$ cat src/rtl/stopwatch_controller.sv
// rtl/stopwatch_controller.sv - stopwatch run-control sequencer (debounce, tick edge, start/stop/lap/clear FSM)
//
// Optional feature macro: STOPWATCH_LAP_EN (lap button path and display_hold toggling).
// When it is undefined, btn_lap is ignored and display_hold is tied to 0.
//
// Ports:
//   clk_in          1 MHz system clock
//   res             asynchronous active-low reset
//   btn_start_stop  raw start/stop button, active-high, asynchronous
//   btn_lap         raw lap button, active-high, asynchronous
//   btn_clear       raw clear button, active-high, asynchronous
//   tick_in         100 Hz square wave from the clock divider
//   div_res         active-low reset to the clock divider (low only while CLEARED)
//   count_en        one-cycle enable to the time counters per tick while RUNNING
//   count_clr       one-cycle clear to the time counters on STOPPED -> CLEARED
//   display_hold    display latch freeze (lap)
//   state           00 CLEARED, 01 RUNNING, 10 STOPPED

// Per-button synchronizer, debouncer and rising-edge press detector.
module stopwatch_debounce #(
    parameter int DEBOUNCE_CYCLES = 10000,
    parameter int DB_WIDTH        = 14
) (
    input  logic clk_in,
    input  logic res,
    input  logic raw,
    output logic press
);
    logic                sync_1;
    logic                sync_2;
    logic                level;
    logic                level_d;
    logic [DB_WIDTH-1:0] cnt;

    always_ff @(posedge clk_in or negedge res) begin
        if (!res) begin
            sync_1  <= 1'b0;
            sync_2  <= 1'b0;
            level   <= 1'b0;
            level_d <= 1'b0;
            cnt     <= '0;
        end else begin
            sync_1  <= raw;
            sync_2  <= sync_1;
            level_d <= level;
            // Count consecutive cycles that disagree with the accepted level;
            // any agreement restarts the count.
            if (sync_2 != level) begin
                if (cnt == DB_WIDTH'(DEBOUNCE_CYCLES - 1)) begin
                    level <= sync_2;
                    cnt   <= '0;
                end else begin
                    cnt <= cnt + 1'b1;
                end
            end else begin
                cnt <= '0;
            end
        end
    end

    // Releases produce nothing; a held button yields a single pulse.
    assign press = level & ~level_d;
endmodule

module stopwatch_controller #(
    parameter int DEBOUNCE_CYCLES = 10000,
    parameter int DB_WIDTH        = 14
) (
    input  logic       clk_in,
    input  logic       res,
    input  logic       btn_start_stop,
    input  logic       btn_lap,
    input  logic       btn_clear,
    input  logic       tick_in,
    output logic       div_res,
    output logic       count_en,
    output logic       count_clr,
    output logic       display_hold,
    output logic [1:0] state
);
    typedef enum logic [1:0] {
        CLEARED = 2'b00,
        RUNNING = 2'b01,
        STOPPED = 2'b10,
        ILLEGAL = 2'b11
    } state_t;

    state_t state_q;
    logic   ss_ev;
    logic   clr_ev;
    logic   tick_r;
    logic   tick_d;
    logic   tick_ev;
    logic   div_res_q;
    logic   count_en_q;
    logic   count_clr_q;

    stopwatch_debounce #(
        .DEBOUNCE_CYCLES(DEBOUNCE_CYCLES),
        .DB_WIDTH       (DB_WIDTH)
    ) u_db_start_stop (
        .clk_in(clk_in),
        .res   (res),
        .raw   (btn_start_stop),
        .press (ss_ev)
    );

    stopwatch_debounce #(
        .DEBOUNCE_CYCLES(DEBOUNCE_CYCLES),
        .DB_WIDTH       (DB_WIDTH)
    ) u_db_clear (
        .clk_in(clk_in),
        .res   (res),
        .raw   (btn_clear),
        .press (clr_ev)
    );

`ifdef STOPWATCH_LAP_EN
    logic lap_ev;
    logic hold_q;

    stopwatch_debounce #(
        .DEBOUNCE_CYCLES(DEBOUNCE_CYCLES),
        .DB_WIDTH       (DB_WIDTH)
    ) u_db_lap (
        .clk_in(clk_in),
        .res   (res),
        .raw   (btn_lap),
        .press (lap_ev)
    );

    assign display_hold = hold_q;
`else
    logic unused_lap;
    assign unused_lap   = btn_lap;
    assign display_hold = 1'b0;
`endif

    // The divider output is registered once; its falling edge marks one full
    // 10 ms period, so the first event arrives a whole period after div_res releases.
    always_ff @(posedge clk_in or negedge res) begin
        if (!res) begin
            tick_r <= 1'b0;
            tick_d <= 1'b0;
        end else begin
            tick_r <= tick_in;
            tick_d <= tick_r;
        end
    end

    assign tick_ev = tick_d & ~tick_r;

    always_ff @(posedge clk_in or negedge res) begin
        if (!res) begin
            state_q     <= CLEARED;
            div_res_q   <= 1'b0;
            count_en_q  <= 1'b0;
            count_clr_q <= 1'b0;
`ifdef STOPWATCH_LAP_EN
            hold_q      <= 1'b0;
`endif
        end else begin
            count_en_q  <= 1'b0;
            count_clr_q <= 1'b0;
            case (state_q)
                CLEARED: begin
                    div_res_q <= 1'b0;
                    if (ss_ev) begin
                        state_q   <= RUNNING;
                        div_res_q <= 1'b1;
                    end
                end
                RUNNING: begin
                    div_res_q <= 1'b1;
                    // A tick coinciding with the stop press still counts.
                    if (tick_ev) begin
                        count_en_q <= 1'b1;
                    end
                    if (ss_ev) begin
                        state_q <= STOPPED;
                    end
`ifdef STOPWATCH_LAP_EN
                    else if (lap_ev) begin
                        hold_q <= ~hold_q;
                    end
`endif
                end
                STOPPED: begin
                    div_res_q <= 1'b1;
                    if (ss_ev) begin
                        state_q <= RUNNING;
                    end else if (clr_ev) begin
                        state_q     <= CLEARED;
                        div_res_q   <= 1'b0;
                        count_clr_q <= 1'b1;
`ifdef STOPWATCH_LAP_EN
                        hold_q      <= 1'b0;
`endif
                    end
`ifdef STOPWATCH_LAP_EN
                    // Lap in STOPPED can only release a frozen display.
                    else if (lap_ev) begin
                        hold_q <= 1'b0;
                    end
`endif
                end
                default: begin
                    state_q   <= CLEARED;
                    div_res_q <= 1'b0;
`ifdef STOPWATCH_LAP_EN
                    hold_q    <= 1'b0;
`endif
                end
            endcase
        end
    end

    assign state     = state_q;
    assign div_res   = div_res_q;
    assign count_en  = count_en_q;
    assign count_clr = count_clr_q;
endmodule

$ cat config.mk
export PLATFORM = sky130hd
export DESIGN_NAME = stopwatch_controller
export DESIGN_NICKNAME = d
export VERILOG_FILES = /design/src/rtl/stopwatch_controller.sv
export SDC_FILE = /design/constraint.sdc
export NUM_CORES = 1
export LEC_CHECK = 0
export CORE_ASPECT_RATIO = 1.2
export CORE_MARGIN = 5
export CORE_UTILIZATION = 30
export CTS_BUF_LIST = sky130_fd_sc_hd__clkbuf_4 sky130_fd_sc_hd__clkbuf_8
export DETAILED_ROUTE_END_ITERATION = 6
export PLACE_DENSITY = 0.5
export REMOVE_ABC_BUFFERS = 1
export SLEW_MARGIN = 20
export SYNTH_ARGS = -nofsm -noshare
export SYNTH_HDL_FRONTEND = slang
export SYNTH_SLANG_ARGS = --single-unit
$ cat constraint.sdc
create_clock -name clk_in -period 2.7 [get_ports clk_in]
set_clock_uncertainty 0.15 [all_clocks]
set_input_delay 0.27 -clock clk_in [delete_from_list [all_inputs] [get_ports clk_in]]
set_output_delay 0.27 -clock clk_in [all_outputs]
set_load 0.02 [all_outputs]
==> run_results.csv, run 1 <==
group,metric,value,unit
global_route,antenna_found_initial,0,
cts,post_cts_resized,0,
place,place_ws,573,ps
sta,rsz0062_at_grt,"no",
pwr,powerDensity,556,mW/mm^2
worst_setup_path,end_kind,"register",
worst_setup_path,crit_path_cell_trace,"or4b_1 > or4_4 > nand2_2 > nor2_1",
cts,htreeDepth,2,
sta,max_freq,473,MHz
final_layout,antenna_cells,0,
worst_setup_path,critPathMaxStageDelay,580,ps
final_layout,fin_area,0.00219,mm^2
logic_synthesis,synth_edf_count,0,
logic_synthesis,synth_area_leader_cell,"dfrtp_1",
worst_setup_path,crit_family,"simple AND/OR/NAND/NOR gates",
cts,cts-root-buf,"clkbuf_8",
sta,setup-tns-final,0,ps
worst_setup_path,crit_buf_inv,0,
global_route,grt_pass1_wl,5.60,mm
floorplan,die_w,82.4,um
routing,routedWlPerCell,11.4,um
worst_setup_path,worstPathArrival,2140,ps
logic_synthesis,post_synth_num_cell_types,35,
logic_synthesis,syn_avg_cell_area,11.0,um^2
cts,cts_buffer_depth,2,
cts,cts_tree,"built",
sta,hold_viol_final,0,
logic_synthesis,synth-main-ff-cell,"dfrtp_1",
final_layout,finalNetCount,196,
worst_setup_path,crit_fanout,13,
sta,fin_crit_sh,0.783,
logic_synthesis,synthArstFlopShare,1.00,
sta,min_period,2110,ps
global_route,grt_max_degree,44,
worst_setup_path,start_kind,"register",
routing,drc,0,
logic_synthesis,synth_top_area_share,0.571,
place,gp_congestion,0.790,
worst_setup_path,path_class,"register to register",
logic_synthesis,synth_warnings,0,
floorplan,start_util,0.310,
logic_synthesis,netlist_top_cells_area,"dfrtp_1 (57%), xnor2_1 (7.4%), nor2_1 (6.4%)",
routing,ant_nets,0,
cts,insertion_delay,290,ps
logic_synthesis,ys_seq_area_frac,0.571,
routing,drt_iter0_markers,42,
sta,finalWorstSetupSlack,586,ps
cts,cts_inserted_buffers,5,
place,post_dp_cell_area,0.00205,mm^2
routing,wirelength,3.07,mm
sta,setup_viol,0,
worst_hold_path,hold_class,"input pin to asynchronous set/reset pin",
job,cap_viol_max_count,0,
place,detailed_place_hpwl,2.06,mm
place,port_buffers,9,
routing,via_per_inst,4.52,
global_route,grt_pass1_vias,1238,
routing,dr_total_vias,1217,
final_layout,layout-area-overhead-vs-synth,16.3,%
pwr,leakagePower,0.920,nW
floorplan,die_height,96.8,um
logic_synthesis,synth_most_common_cell,"dfrtp_1",
routing,drtPass1Iterations,4,
run_status,run_status,"completed",
logic_synthesis,syn_area,0.00189,mm^2
logic_synthesis,synth_seq_cells,43,
floorplan,placementRows,31,
floorplan,die_area,0.00798,mm^2
pwr,irDropWorstVdd,0.000243,V
cts,path_clk_slew,90,ps
global_route,track_usage,0.0890,
floorplan,coreArea,0.00609,mm^2
sta,drv_slew,0,
logic_synthesis,syn_inst,172,
logic_synthesis,synth_common_cells,"dfrtp_1 (43), nor2_1 (32), xnor2_1 (16), xor2_1 (10)",
final_layout,layout-drive-gt1-share,0.0856,
worst_setup_path,slowest_stage,"or4_4",
floorplan,ios,12,
global_route,overflow,0,
worst_setup_path,critPathRequiredTime,2720,ps
cts,cts_sinks,43,
==> worst reg2reg max path: cells and delay by family (launching register included) <==
kind | cells | cell delay, ps
and+or+nand+nor | 4 | 1420
DFF | 1 | 430
==> path summary, 6_finish.rpt <==
check,start,slack (ps),to,cells past startpoint
max,u_db_clear.cnt[6],590,u_db_clear.cnt[6],4
min,res,210,u_db_start_stop.cnt[8],2
max reg2reg,u_db_clear.cnt[6],590,u_db_clear.cnt[6],4
min reg2reg,u_db_clear.sync_1,210,u_db_clear.sync_2,0
max in group asynchronous,res,1730,u_db_clear.cnt[8],3
min in group clk_in,u_db_clear.sync_1,210,u_db_clear.sync_2,0
==> flip-flops by register name (all words and copies together) (netlist names) <==
register,count
u_db_clear.sync_2,1
u_db_start_stop.level,1
div_res,1
tick_d,1
u_db_clear.level,1
u_db_clear.level_d,1
u_db_start_stop.level_d,1
u_db_clear.cnt,14
count_en,1
u_db_start_stop.cnt,14
state,2
u_db_clear.sync_1,1
u_db_start_stop.sync_1,1
tick_r,1
u_db_start_stop.sync_2,1
count_clr,1
==> kinds of logic after synthesis <==
logic type,synth area share
buf+inv,0.0219
compound gates,0.00995
simple gates,0.229
other cells,0.00199
fa+ha+maj,0.0265
xor+xnor,0.121
flops,0.571
mux,0.0192
==> power breakdown <==
group,total (W),switching [W],leakage [nW],internal (W)
clock network,0.000509,0.000229,0.0587,0.000280
registers,0.000666,0.0000113,0.582,0.000655
logic,0.0000436,0.0000268,0.279,0.0000168
total,0.00122,0.000267,0.920,0.000952
==> routing by layer <==
metal	wire length, um	vias up	track usage	part of all wire
li1	-	601	-	-
met1	1430	594	0.111	0.47
met2	1480	16	0.135	0.48
met3	99	6	0.0316	0.032
met4	56	0	0.0422	0.018
met5	0	-	0	0
==> per-stage QoR <==
step	total power (W)	util	hold WS, ps	std cells
after floorplan	0.000695	-	-176	168
after global placement	0.000720	0.336	184	259
after detailed placement	0.000720	0.336	189	259
after CTS	0.00124	0.355	0.268	267
after global routing	0.00128	0.360	229	269
final	0.00122	0.360	205	269
==> area by class of cell <==
class | instances | area [um^2]
clock buffers | 5 | 68.8
clock inverters | 3 | 47.5
fillers | 643 | 3900
inverters | 4 | 15.0
multi-input cells | 121 | 768
flip-flops and latches | 43 | 1080
well taps | 82 | 103
repair buffers | 11 | 115
==> what timing repair did <==
action	CTS	global route
endpoints found under the hold margin	0	20
hold buffers	0	1
setup buffers	0	0
==> cells in the final DEF, fill, tap and decap left out, types with 2 or more instances in the layout <==
master / synthesis / layout
clkdlybuf4s50_1: 0 / 8
dfrtp_1: 43 / 43
nand2b_1: 3 / 3
clkbuf_8: 0 / 5
nand3_1: 8 / 8
nand2_1: 8 / 8
and4_1: 2 / 2
xnor2_1: 16 / 16
nor4_1: 2 / 2
nor3b_1: 2 / 2
xor2_1: 10 / 10
nor2_1: 32 / 32
inv_1: 4 / 4
nor3_1: 7 / 7
ha_1: 4 / 4
and3_1: 2 / 2
nand4_1: 8 / 8
Power figures use the tool's default switching activity.
==> run 2: changes to the inputs <==
--- a/config.mk
+++ b/config.mk
@@ -10,7 +10,7 @@
 export CORE_UTILIZATION = 30
 export CTS_BUF_LIST = sky130_fd_sc_hd__clkbuf_4 sky130_fd_sc_hd__clkbuf_8
 export DETAILED_ROUTE_END_ITERATION = 6
-export PLACE_DENSITY = 0.5
+export PLACE_DENSITY = 0.52
 export REMOVE_ABC_BUFFERS = 1
 export SLEW_MARGIN = 20
 export SYNTH_ARGS = -nofsm -noshare
==> constraint.sdc (replaced) <==
create_clock -name clk_in -period 1.8 [get_ports clk_in]
set_clock_uncertainty 0.15 [all_clocks]
set_input_delay 0.18 -clock clk_in [delete_from_list [all_inputs] [get_ports clk_in]]
set_output_delay 0.18 -clock clk_in [all_outputs]
set_load 0.02 [all_outputs]
==> run_results.csv, run 2 (synthesis results as in run 1) <==
group,metric,value,unit
sta,setup_viol,15,
global_route,grt_max_degree,44,
sta,min_period,2000,ps
final_layout,fin_area,0.00232,mm^2
floorplan,placementRows,31,
routing,drc,0,
worst_setup_path,worstPathArrival,2040,ps
worst_setup_path,critPathMaxStageDelay,520,ps
final_layout,mostFrequentLayoutCell,"dfrtp_1",
sta,setup-tns-final,-2730,ps
cts,cts-root-buf,"clkbuf_8",
worst_setup_path,end_kind,"register",
final_layout,layout_common_cells,"dfrtp_1 (43), nor2_1 (32), buf_4 (17)",
worst_setup_path,path_class,"register to register",
sta,max_slew.worst_pin.slew,623,ps
routing,wirelength,3.48,mm
worst_setup_path,critPathRequiredTime,1840,ps
routing,drt_iter0_markers,35,
floorplan,coreArea,0.00609,mm^2
global_route,overflow,0,
routing,ant_nets,0,
worst_setup_path,start_kind,"register",
cts,cts_buffer_depth,2,
worst_setup_path,slowest_stage,"or4b_1",
worst_hold_path,hold_class,"input pin to register",
pwr,leakagePower,1.00,nW
place,detailed_place_hpwl,2.39,mm
sta,rsz0062_at_grt,"yes",
sta,drv_slew,0,
final_layout,utilization,0.382,
cts,cts_inserted_buffers,5,
run_status,run_status,"complete, but fails checks",
final_layout,multi_input_area,793,um^2
global_route,track_usage,0.0976,
final_layout,finalNetCount,213,
pwr,powerDensity,788,mW/mm^2
job,cap_viol_max_count,0,
cts,path_clk_slew,90,ps
sta,finalWorstSetupSlack,-196,ps
worst_setup_path,crit_buf_inv,1,
worst_setup_path,crit_path_cell_trace,"or4b_1 > or4_4 > buf_4 > nand2_4 > nor2_1",
sta,slew_headroom,0.583,
floorplan,ios,12,
run_status,violations,"setup timing",
floorplan,start_util,0.310,
routing,dr_total_vias,1258,
global_route,antenna_found_initial,0,
place,post_dp_cell_area,0.00215,mm^2
final_layout,final.fill_count,608,
global_route,grt_pass1_vias,1350,
cts,cts_sinks,43,
worst_setup_path,crit_fanout,6,
cts,insertion_delay,290,ps
cts,htreeDepth,2,
routing,routedWlPerCell,12.2,um
sta,max_freq,501,MHz
sta,hold_viol_final,0,
place,place_ws,-270,ps
final_layout,layout-drive-gt1-share,0.162,
routing,drtPass1Iterations,4,
pwr,irDropWorstVdd,0.000421,V
cts,cts_tree,"built",
final_layout,antenna_cells,0,
final_layout,regArea,0.00108,mm^2
sta,fin_crit_sh,1.11,
floorplan,die_height,96.8,um
routing,via_per_inst,4.40,
floorplan,die_w,82.4,um
global_route,grt_pass1_wl,6.13,mm
place,gp_congestion,0.798,
final_layout,layout-area-overhead-vs-synth,23.3,%
place,port_buffers,9,
worst_setup_path,crit_family,"simple AND/OR/NAND/NOR gates",
floorplan,die_area,0.00798,mm^2
run 2: path summary, 6_finish.rpt:
kind	from	end	slack, ps	cells past startpoint
hold / removal	btn_clear	u_db_clear.sync_1	170	1
setup / recovery	u_db_clear.cnt[11]	u_db_clear.cnt[4]	-200	5
min in group asynchronous	res	u_db_start_stop.cnt[10]	330	3
setup reg to reg	u_db_clear.cnt[11]	u_db_clear.cnt[4]	-200	5
hold reg to reg	u_db_clear.sync_1	u_db_clear.sync_2	210	0
max in group asynchronous	res	u_db_start_stop.cnt[0]	800	3
run 2: worst register-to-register path: cells and delay by family, from the launching register on:
kind | cells | cell delay, ps
AND/OR/NAND/NOR | 4 | 1200
buffers and inverters | 1 | 160
flip-flops | 1 | 380
run 2: per-stage QoR:
step / hold WS (ps) / std cells / power, W
global route: 159 / 286 / 0.00193
CTS: 154 / 285 / 0.00187
floorplan: -266 / 168 / 0.00104
finish: 168 / 286 / 0.00183
detailed placement: 138 / 273 / 0.00109
global placement: 138 / 273 / 0.00109
run 2: layout make-up:
cell class                      instances  area share
Timing Repair Buffer                   27      0.0958
Clock inverter                          3      0.0199
Clock buffer                            5      0.0296
Multi-Input combinational cell        122       0.341
Sequential cell                        43       0.463
Inverter                                4     0.00646
Tap cell                               82      0.0441
run 2: layer usage:
metal  global-route usage  wire length (um)
met5                    0                 0
met4               0.0384                26
met3               0.0279                80
met2                0.167              1850
met1                0.110              1520
run 2: power breakdown:
group	leakage, nW	internal [W]	switching [W]
clock network	0.0548	0.000418	0.000340
logic	0.364	0.0000292	0.0000456
registers	0.582	0.000983	0.0000169
total	1.00	0.00143	0.000403
run 2: what timing repair did:
action                                 in CTS  in global routing
pin swaps                                   2                  0
buffers inserted                            2                  1
resized for setup                           2                  0
hold buffers                                1                  0
gates cloned                                1                  0
endpoints found under the hold margin      43                  0
setup endpoints to repair                  15                 15
